[src/rtl/v_pkg.sv]
// Shared types for the per-context list state. The query pipe and the update
// pipe both use these.
package v_pkg;
  localparam int CONTEXT_N = 128;
  localparam int ENTRIES_N = 4;
  localparam int ID_W      = 8;
  localparam int ADDR_W    = $clog2(CONTEXT_N);
  localparam int LEVEL_W   = $clog2(ENTRIES_N);
  localparam int LS_W      = $clog2(ENTRIES_N + 1);

  typedef logic [ID_W-1:0]    id_t;
  typedef logic [ADDR_W-1:0]  addr_t;
  typedef logic [LEVEL_W-1:0] level_t;
  typedef logic [63:0]        key_t;
  typedef logic [31:0]        size_t;
  typedef logic [LS_W-1:0]    listsize_t;

  typedef struct packed {
    key_t  key;
    size_t size;
  } entry_t;

  typedef struct packed {
    listsize_t                listsize;
    entry_t [ENTRIES_N-1:0]   entries;
  } state_t;

  // Corrupt occupancy values above ENTRIES_N are clamped to a full list.
  function automatic listsize_t sat_listsize(input listsize_t ls);
    return (ls > listsize_t'(ENTRIES_N)) ? listsize_t'(ENTRIES_N) : ls;
  endfunction
endpackage

[src/rtl/v_state_fwd.sv]
// Write-snoop forwarding for a 1-cycle-latency SRAM: one registered write from
// the read cycle, plus the live write in the data cycle. The live write wins.
module v_state_fwd
  import v_pkg::*;
(
  input  logic   clk,
  input  logic   rst,
  input  addr_t  i_raddr,
  input  logic   i_wen,
  input  addr_t  i_waddr,
  input  state_t i_wdata,
  input  addr_t  i_s1_addr,
  input  state_t i_rdata,
  output state_t o_state
);
  logic   r_fwd0_vld;
  state_t r_fwd0_data;
  logic   w_hit0;
  logic   w_hit1;

  assign w_hit0 = i_wen && (i_waddr == i_raddr);
  assign w_hit1 = i_wen && (i_waddr == i_s1_addr);

  always_ff @(posedge clk) begin
    if (rst) begin
      r_fwd0_vld  <= 1'b0;
      r_fwd0_data <= '0;
    end else begin
      r_fwd0_vld <= w_hit0;
      if (w_hit0) r_fwd0_data <= i_wdata;
    end
  end

  always_comb begin
    o_state = i_rdata;
    if (w_hit1)          o_state = i_wdata;
    else if (r_fwd0_vld) o_state = r_fwd0_data;
  end
endmodule

[src/rtl/v_lut_pipe.sv]
// Read-side lookup of per-context list state: one query per cycle, response
// two cycles later, with in-flight update writes forwarded.
module v_lut_pipe
  import v_pkg::*;
(
  input  logic      clk,
  input  logic      rst,
  input  logic      i_lut_vld,
  input  id_t       i_lut_prod_id,
  input  level_t    i_lut_level,
  output logic      o_state_ren,
  output addr_t     o_state_raddr,
  input  state_t    i_state_rdata,
  input  logic      i_state_wen,
  input  addr_t     i_state_waddr,
  input  state_t    i_state_wdata,
  output logic      o_lut_vld,
  output key_t      o_lut_key,
  output size_t     o_lut_size,
  output logic      o_lut_error,
  output listsize_t o_lut_listsize
);
  logic      r_rst_q;
  logic      w_accept;
  logic      w_id_ok;
  logic      r_s1_vld;
  logic      r_s1_id_ok;
  level_t    r_s1_level;
  addr_t     r_s1_addr;
  state_t    w_state;
  listsize_t w_ls;
  logic      w_err;
  entry_t    w_entry;

  // Queries arriving in the first cycle after reset are dropped.
  assign w_accept      = i_lut_vld & ~r_rst_q;
  assign w_id_ok       = i_lut_prod_id < id_t'(CONTEXT_N);
  assign o_state_ren   = w_accept & w_id_ok;
  assign o_state_raddr = i_lut_prod_id[ADDR_W-1:0];

  always_ff @(posedge clk) begin
    r_rst_q <= rst;
    if (rst) begin
      r_s1_vld   <= 1'b0;
      r_s1_id_ok <= 1'b0;
      r_s1_level <= '0;
      r_s1_addr  <= '0;
    end else begin
      r_s1_vld   <= w_accept;
      r_s1_id_ok <= w_id_ok;
      r_s1_level <= i_lut_level;
      r_s1_addr  <= o_state_raddr;
    end
  end

  v_state_fwd u_fwd (
    .clk       (clk),
    .rst       (rst),
    .i_raddr   (o_state_raddr),
    .i_wen     (i_state_wen),
    .i_waddr   (i_state_waddr),
    .i_wdata   (i_state_wdata),
    .i_s1_addr (r_s1_addr),
    .i_rdata   (i_state_rdata),
    .o_state   (w_state)
  );

  always_comb begin
    w_ls    = sat_listsize(w_state.listsize);
    w_err   = ~r_s1_id_ok | (listsize_t'(r_s1_level) >= w_ls);
    w_entry = w_err ? '0 : w_state.entries[r_s1_level];
  end

  always_ff @(posedge clk) begin
    if (rst || !r_s1_vld) begin
      o_lut_vld      <= 1'b0;
      o_lut_key      <= '0;
      o_lut_size     <= '0;
      o_lut_error    <= 1'b0;
      o_lut_listsize <= '0;
    end else begin
      o_lut_vld      <= 1'b1;
      o_lut_key      <= w_entry.key;
      o_lut_size     <= w_entry.size;
      o_lut_error    <= w_err;
      o_lut_listsize <= r_s1_id_ok ? w_ls : '0;
    end
  end
endmodule

[config.mk]
export PLATFORM = sky130hd
export DESIGN_NAME = v_lut_pipe
export DESIGN_NICKNAME = d
export VERILOG_FILES = /design/src/rtl/v_pkg.sv /design/src/rtl/v_state_fwd.sv /design/src/rtl/v_lut_pipe.sv
export SDC_FILE = /design/constraint.sdc
export NUM_CORES = 1
export LEC_CHECK = 0
export CAP_MARGIN = 20
export CORE_AREA = 3 3 347 349
export DETAILED_ROUTE_END_ITERATION = 8
export DIE_AREA = 0 0 350 352
export PLACE_DENSITY = 0.44
export SYNTH_ARGS = -nofsm -noshare
export SYNTH_HDL_FRONTEND = slang
export SYNTH_SLANG_ARGS = --single-unit
[constraint.sdc]
create_clock -name clk -period 3.6 [get_ports clk]
set_input_delay 0.72 -clock clk [delete_from_list [all_inputs] [get_ports clk]]
set_output_delay 0.72 -clock clk [all_outputs]
set_load 0.02 [all_outputs]
==> results of run 1 <==
==> cells in the final DEF, fill, tap and decap left out, types with 10 or more instances in the layout <==
cell / count
dfxtp_1: 498
clkbuf_8: 13
clkbuf_1: 19
buf_12: 24
nand2_1: 776
mux2i_1: 97
nor2_1: 104
buf_4: 56
diode_2: 33
clkdlybuf4s50_1: 902
nor2b_1: 10
a211oi_1: 96
clkbuf_16: 71
mux4_2: 287
a21oi_1: 390
==> sequential cells by signal (all words and copies together) (netlist names), 2 cells and up <==
signal,flops
r_s1_addr,7
o_lut_key,64
r_s1_level,2
o_lut_size,32
u_fwd.r_fwd0_data,387
o_lut_listsize,3
==> worst max-delay path by stage <==
stage                                start       endpoint  slack (ns)  cells after the start
after floorplan           i_state_waddr[6]   o_lut_key[0]        0.37                     15
after global placement    i_state_waddr[6]  o_lut_size[6]       -0.25                     15
after detailed placement  i_state_waddr[6]  o_lut_key[62]       -0.30                     14
after CTS                 i_state_waddr[6]  o_lut_key[55]        0.39                     14
after global routing      i_state_waddr[6]  o_lut_key[13]        0.22                     15
final                     i_state_waddr[6]   o_lut_key[8]        0.36                     14
==> where the power goes <==
part           switching [mW]  internal [mW]
logic                   0.723           1.31
registers              0.0296           5.57
clock network            2.76           4.04
total                    3.51           10.9
==> cell families (layout without fill, tap and decap cells) <==
group	count (synthesis)	count (layout)	share of synthesized area
fa+ha+maj	2	2	0.00100
flops	501	501	0.402
other cells	0	33	0
compound gates	492	492	0.110
mux	387	387	0.299
xor+xnor	14	14	0.00492
simple gates	905	905	0.139
buf+inv	250	1108	0.0441
==> critical path: stages <==
cell and delay [ns]:
clkdlybuf4s50_1 0.50, xnor2_1 0.14, nand4_1 0.19, buf_4 0.21, or2_4 0.26, buf_4 0.13, a21oi_1 0.20, ha_1 0.28
a21o_1 0.16, o211ai_1 0.16, o311ai_4 0.21, buf_12 0.22, buf_12 0.17, a211oi_1 0.17
==> per-layer routing <==
metal  routed length (um)  share of wire  track usage
met5                  241         0.0021            0
met4                 2640          0.022       0.0640
met2                58900           0.50        0.318
met3                 8900          0.076       0.0565
met1                46600           0.40        0.214
==> layout make-up <==
| type | count | area, sq um | area share |
|---|---|---|---|
| multi-input cells | 1800 | 13800 | 0.363 |
| repair buffers | 983 | 9940 | 0.261 |
| flip-flops and latches | 501 | 10000 | 0.264 |
| clock inverters | 16 | 175 | 0.00461 |
| clock buffers | 103 | 2030 | 0.0533 |
| diodes | 33 | 82.6 | 0.00217 |
| inverters | 6 | 27.5 | 0.000724 |
| well taps | 1536 | 1920 | 0.0505 |
==> stage by stage <==
stage          cells  setup slack [ns]
5_1_grt         4970             0.221
3_5_place_dp    4826            -0.295
3_3_place_gp    4826            -0.253
2_1_floorplan   2551             0.371
4_1_cts         4945             0.394
6_report        4978             0.356
==> cell usage after synthesis (all sizes together) <==
library cell / n / area [sq um]
mux2i: 97 / 971
nand4: 3 / 18.8
or2: 1 / 6.26
xor2: 6 / 52.6
buf: 116 / 598
nand3b: 1 / 7.51
a31oi: 2 / 12.5
a21oi: 390 / 1950
a21o: 1 / 7.51
xnor2: 8 / 70.1
a311oi: 1 / 8.76
a211oi: 96 / 721
inv: 6 / 22.5
mux2: 3 / 33.8
dfxtp: 501 / 10000
nor2b: 10 / 62.6
nand2: 776 / 2910
or3: 1 / 6.26
nand3: 3 / 15.0
nor4: 3 / 18.8
nor2: 104 / 390
ha: 2 / 25.0
o311ai: 1 / 26.3
clkbuf: 128 / 480
and4: 1 / 8.76
nand2b: 2 / 12.5
mux4: 287 / 6460
o211ai: 1 / 7.51
==> key figures, run 1 <==
Global routing
  • Pin count of the biggest net entering global routing: 171
  • First-pass GRT wire length: 167,000 um
  • Gr ovfl total: 0
  • Initial antenna violation count: 55
  • GRT Overall Usage: 0.184
  • Vias in the first global route: 24,000

Layout
  • Nets: 4,157
  • Final instance area: 38,000 sq um
  • Fill count: 12,100
  • Post-layout util: 0.323
  • Share of cells above drive strength 1: 0.140
  • Area grow syn2layout: 52.5%

Setup path
  • CP Launch Type: input port
  • Worst reg2reg setup slack: 0.62 ns
  • Crit. End Element: register
  • Critical path fanouts, max: 25
  • CP required: 4.12 ns
  • Reg2reg end: o_lut_key[8]
  • WP data arrival: 3.77 ns
  • R2r startpoint: r_s1_addr[6]
  • R2R depth: 13
  • Crit Path Class: input port to register

Clock network
  • CTS tree: yes
  • Post_cts resized: 0
  • H-tree depth: 3
  • Clk Latency, worst-skew pair: 0.61 ns
  • Clock Root Buffer: clkbuf_16
  • Clock buffer count from CTS: 68
  • Clk sink count: 501
  • Number of post-CTS setup repair buffers: 0
  • CTS max path bufs: 3
  • CTS clk-pin slew, worst paths: 0.06 ns
  • Hold_buf cts: 0

Route
  • DR iter-0 viols: 1,091
  • Vias: 22,900
  • Initial DRT Pass Iterations: 5
  • WL/cell: 23.5 um
  • DRT antenna net count: 0
  • Vias/cell: 4.61
  • Routed WL: 117,000 um
  • Remaining DRCs: 0

Synthesis
  • Ys Warns: 0
  • Synth unique cells: 31
  • Syn nets: 3,348
  • Avg Cell Area, Syn: 9.78 sq um
  • Flops & latches, synth: 501
  • Syn Inst Count: 2,551
  • Post-synthesis sequential area ratio: 0.402
  • Synth Cell Area: 24,900 sq um

Hold path
  • Hold Crit Class: input port to register
  • Hold path cells: 1
  • Hold Path End: r_rst_q
  • Worst Hold Launch: rst

STA
  • Slew margin rel.: 0.203
  • Final setup TNS: 0 ns
  • RSZ-0062 raised after global routing: no
  • FMAX: 0.308 GHz
  • Skew final: 0.0222 ns
  • Part of the cycle the worst path needs: 0.901
  • Final Setup Violations: 0
  • Clock period minus worst slack: 3.24 ns
  • Hold WS: 0.398 ns
  • Max Slew Vio Count: 0
  • Slew @ Worst Pin: 1.20 ns
  • Final Hold Vio Count: 0

Die
  • Starting density of the core: 0.212
  • IO Count: 904
  • Die ar.: 123,000 sq um
  • # rows: 126
  • Die Y: 352 um
  • Die extent in x: 350 um
  • Core area: 118,000 sq um

Placement
  • Post-DP Area: 35,800 sq um
  • DP HPWL: 85,800 um
  • IO buf count: 903
  • Placer congestion estimate: 0.824

Power and ir drop
  • PD cells: 379 nW/um^2
  • Power Total: 14.4 mW
  • Worst IR Drop VDD: 0.264 mV
  • Leakage power: 12.6 nW

Run
  • Total of max-cap violations: 0

Status
  • Outcome: completed
Power figures use the tool's default switching activity.
==> run 2: changes to the inputs <==
- clock period: 3.6 -> 3.7 ns (I/O delays scaled with it)
==> run 2 against run 1 <==
  * Setup slack improved by 0.045 ns
  * Critical endpoint is now o_lut_size[7]
  * Worst hold slack improved by 0.032 ns
  * Sequential cell count unchanged
  * Utilization rose by 0.064 points
  * First-iteration DRC count increased by 1.2%
  * Clock skew rose by 0.0026 ns
  * Final cell count up 0.34%
  * Sequential power fell by 3%
  * Combinational power decreased by 2%
==> key figures, run 2 (same netlist as run 1, synthesis figures left out) <==
STA
  • Slew margin rel.: 0.243
  • Clock period minus worst slack: 3.30 ns
  • Skew final: 0.0248 ns
  • Final Setup Violations: 0
  • Fin worst setup slack: 0.401 ns
  • Slew @ Worst Pin: 1.14 ns
  • RSZ-0062 raised after global routing: no
  • Final Hold Vio Count: 0
  • FMAX: 0.303 GHz
  • Part of the cycle the worst path needs: 0.892
  • Max Slew Vio Count: 0

Layout
  • Biggest regs: u_fwd.r_fwd0_data x387, o_lut_key x64, o_lut_size x32
  • Most common cell after layout, fill and taps aside: clkdlybuf4s50_1
  • Post-layout util: 0.324
  • Most frequent cells in the layout: 902 x clkdlybuf4s50_1, 776 x nand2_1, 498 x dfxtp_1
  • Area grow syn2layout: 52.8%
  • Nets: 4,156
  • Share of cells above drive strength 1: 0.141
  • Final instance area: 38,100 sq um
  • Fill count: 12,200
  • Max reg flops: 387
  • Non-Filler Instances: 4,995
  • Most flop-heavy register: u_fwd.r_fwd0_data

Global routing
  • GRT Overall Usage: 0.184
  • Initial antenna violation count: 61
  • Pin count of the biggest net entering global routing: 172
  • Vias in the first global route: 24,000
  • Gr ovfl total: 0
  • First-pass GRT wire length: 167,000 um

Clock network
  • Clk sink count: 501
  • Clk Latency, worst-skew pair: 0.62 ns
  • CTS tree: yes
  • H-tree depth: 3
  • Number of post-CTS setup repair buffers: 0
  • CTS clk-pin slew, worst paths: 0.06 ns
  • Clock buffer count from CTS: 67
  • Hold_buf cts: 0
  • Post_cts resized: 0
  • Clock Root Buffer: clkbuf_16
  • CTS max path bufs: 3

Setup path
  • Crit Path Class: input port to register
  • Crit. End Element: register
  • Most frequent CP cell: buf_4
  • Critical path fanouts, max: 11
  • CP max stage delay: 0.50 ns
  • Crit path cell chain: clkdlybuf4s50_1 -> xnor2_1 -> nand4_1 -> buf_4 -> or2_4 -> nand3_1 -> nand2_1 -> ha_1 -> nand2b_1 -> a21o_1 -> o211ai_1 -> o311ai_4 -> buf_12 -> buf_4 -> a211oi_1
  • CP Launch Type: input port
  • Critical path's slowest cell: clkdlybuf4s50_1
  • WP data arrival: 3.81 ns
  • CP required: 4.21 ns

Power and ir drop
  • Clock power share: 0.473
  • Leakage power: 12.6 nW
  • Worst IR Drop VDD: 0.254 mV
  • Net Sw Frac: 0.241
  • Gate power share: 0.141
  • Power Total: 14.1 mW
  • Int Power: 10.7 mW
  • Sequential share of power: 0.386
  • Net switching power: 3.40 mW
  • PD cells: 370 nW/um^2

Die
  • Die Y: 352 um
  • Die extent in x: 350 um
  • Core area: 118,000 sq um
  • IO Count: 904
  • # rows: 126
  • Starting density of the core: 0.212
  • Die ar.: 123,000 sq um

Placement
  • Pre-CTS setup slack: -0.184 ns
  • Placed insts: 4,826
  • Post-DP Area: 35,800 sq um
  • IO buf count: 903
  • Placer congestion estimate: 0.827
  • DP HPWL: 87,000 um

Route
  • Routed WL: 118,000 um
  • Remaining DRCs: 0
  • WL/cell: 23.5 um
  • Vias/cell: 4.62
  • Vias: 23,100
  • Initial DRT Pass Iterations: 8
  • DRT antenna net count: 0
  • DR iter-0 viols: 1,104

Status
  • Outcome: completed

Hold path
  • Hold Crit Class: input port to register

Run
  • Total of max-cap violations: 0
run 2: layout make-up:
class | count | area (sq um) | area share
multi-input cells | 1800 | 13800 | 0.363
flip-flops and latches | 501 | 10000 | 0.263
repair buffers | 983 | 9940 | 0.261
clock buffers | 103 | 2040 | 0.0534
well taps | 1536 | 1920 | 0.0504
clock inverters | 18 | 203 | 0.00532
diodes | 48 | 120 | 0.00315
inverters | 6 | 27.5 | 0.000722
run 2: through the flow:
stage / TNS [ns] / hold slack, ns
global route: 0 / 0.397
CTS: 0 / 0.361
floorplan: 0 / 0.410
detailed placement: -8.64 / 0.443
global placement: -4.16 / 0.439
finish: 0 / 0.430
run 2: critical path: cells and delay by family:
family | cells | cell delay [ns]
AOI/OAI and AO/OA | 4 | 0.79
xor gates and xnor gates | 1 | 0.15
adders and majority gates | 1 | 0.26
buffers and inverters | 4 | 1.10
and+or+nand+nor | 5 | 0.75
run 2: per-layer routing:
layer,GRT usage,share of wire
met2,0.317,0.51
met3,0.0598,0.081
met5,0.000785,0.0015
met1,0.210,0.39
met4,0.0718,0.026
run 2: path summary, 6_finish.rpt:
path                                           start                    end  slack [ns]  cells past startpoint
worst max-delay path                i_state_waddr[6]          o_lut_size[7]        0.40                     15
worst min-delay path                             rst  u_fwd.r_fwd0_data[95]        0.43                      2
worst max register to register          r_s1_addr[6]          o_lut_size[7]        0.69                     14
worst min register to register  u_fwd.r_fwd0_data[4]   u_fwd.r_fwd0_data[4]        0.45                      2
run 2: power groups by stage:
stage                     Sequential [mW]  Clock (mW)  Combinational, mW
final                                5.45        6.67               1.99
after global routing                 5.46        7.10               2.12
after CTS                            5.45        6.95               2.02
after detailed placement             5.57           0               2.01
after global placement               5.57           0               2.02
after floorplan                      5.56           0              0.796
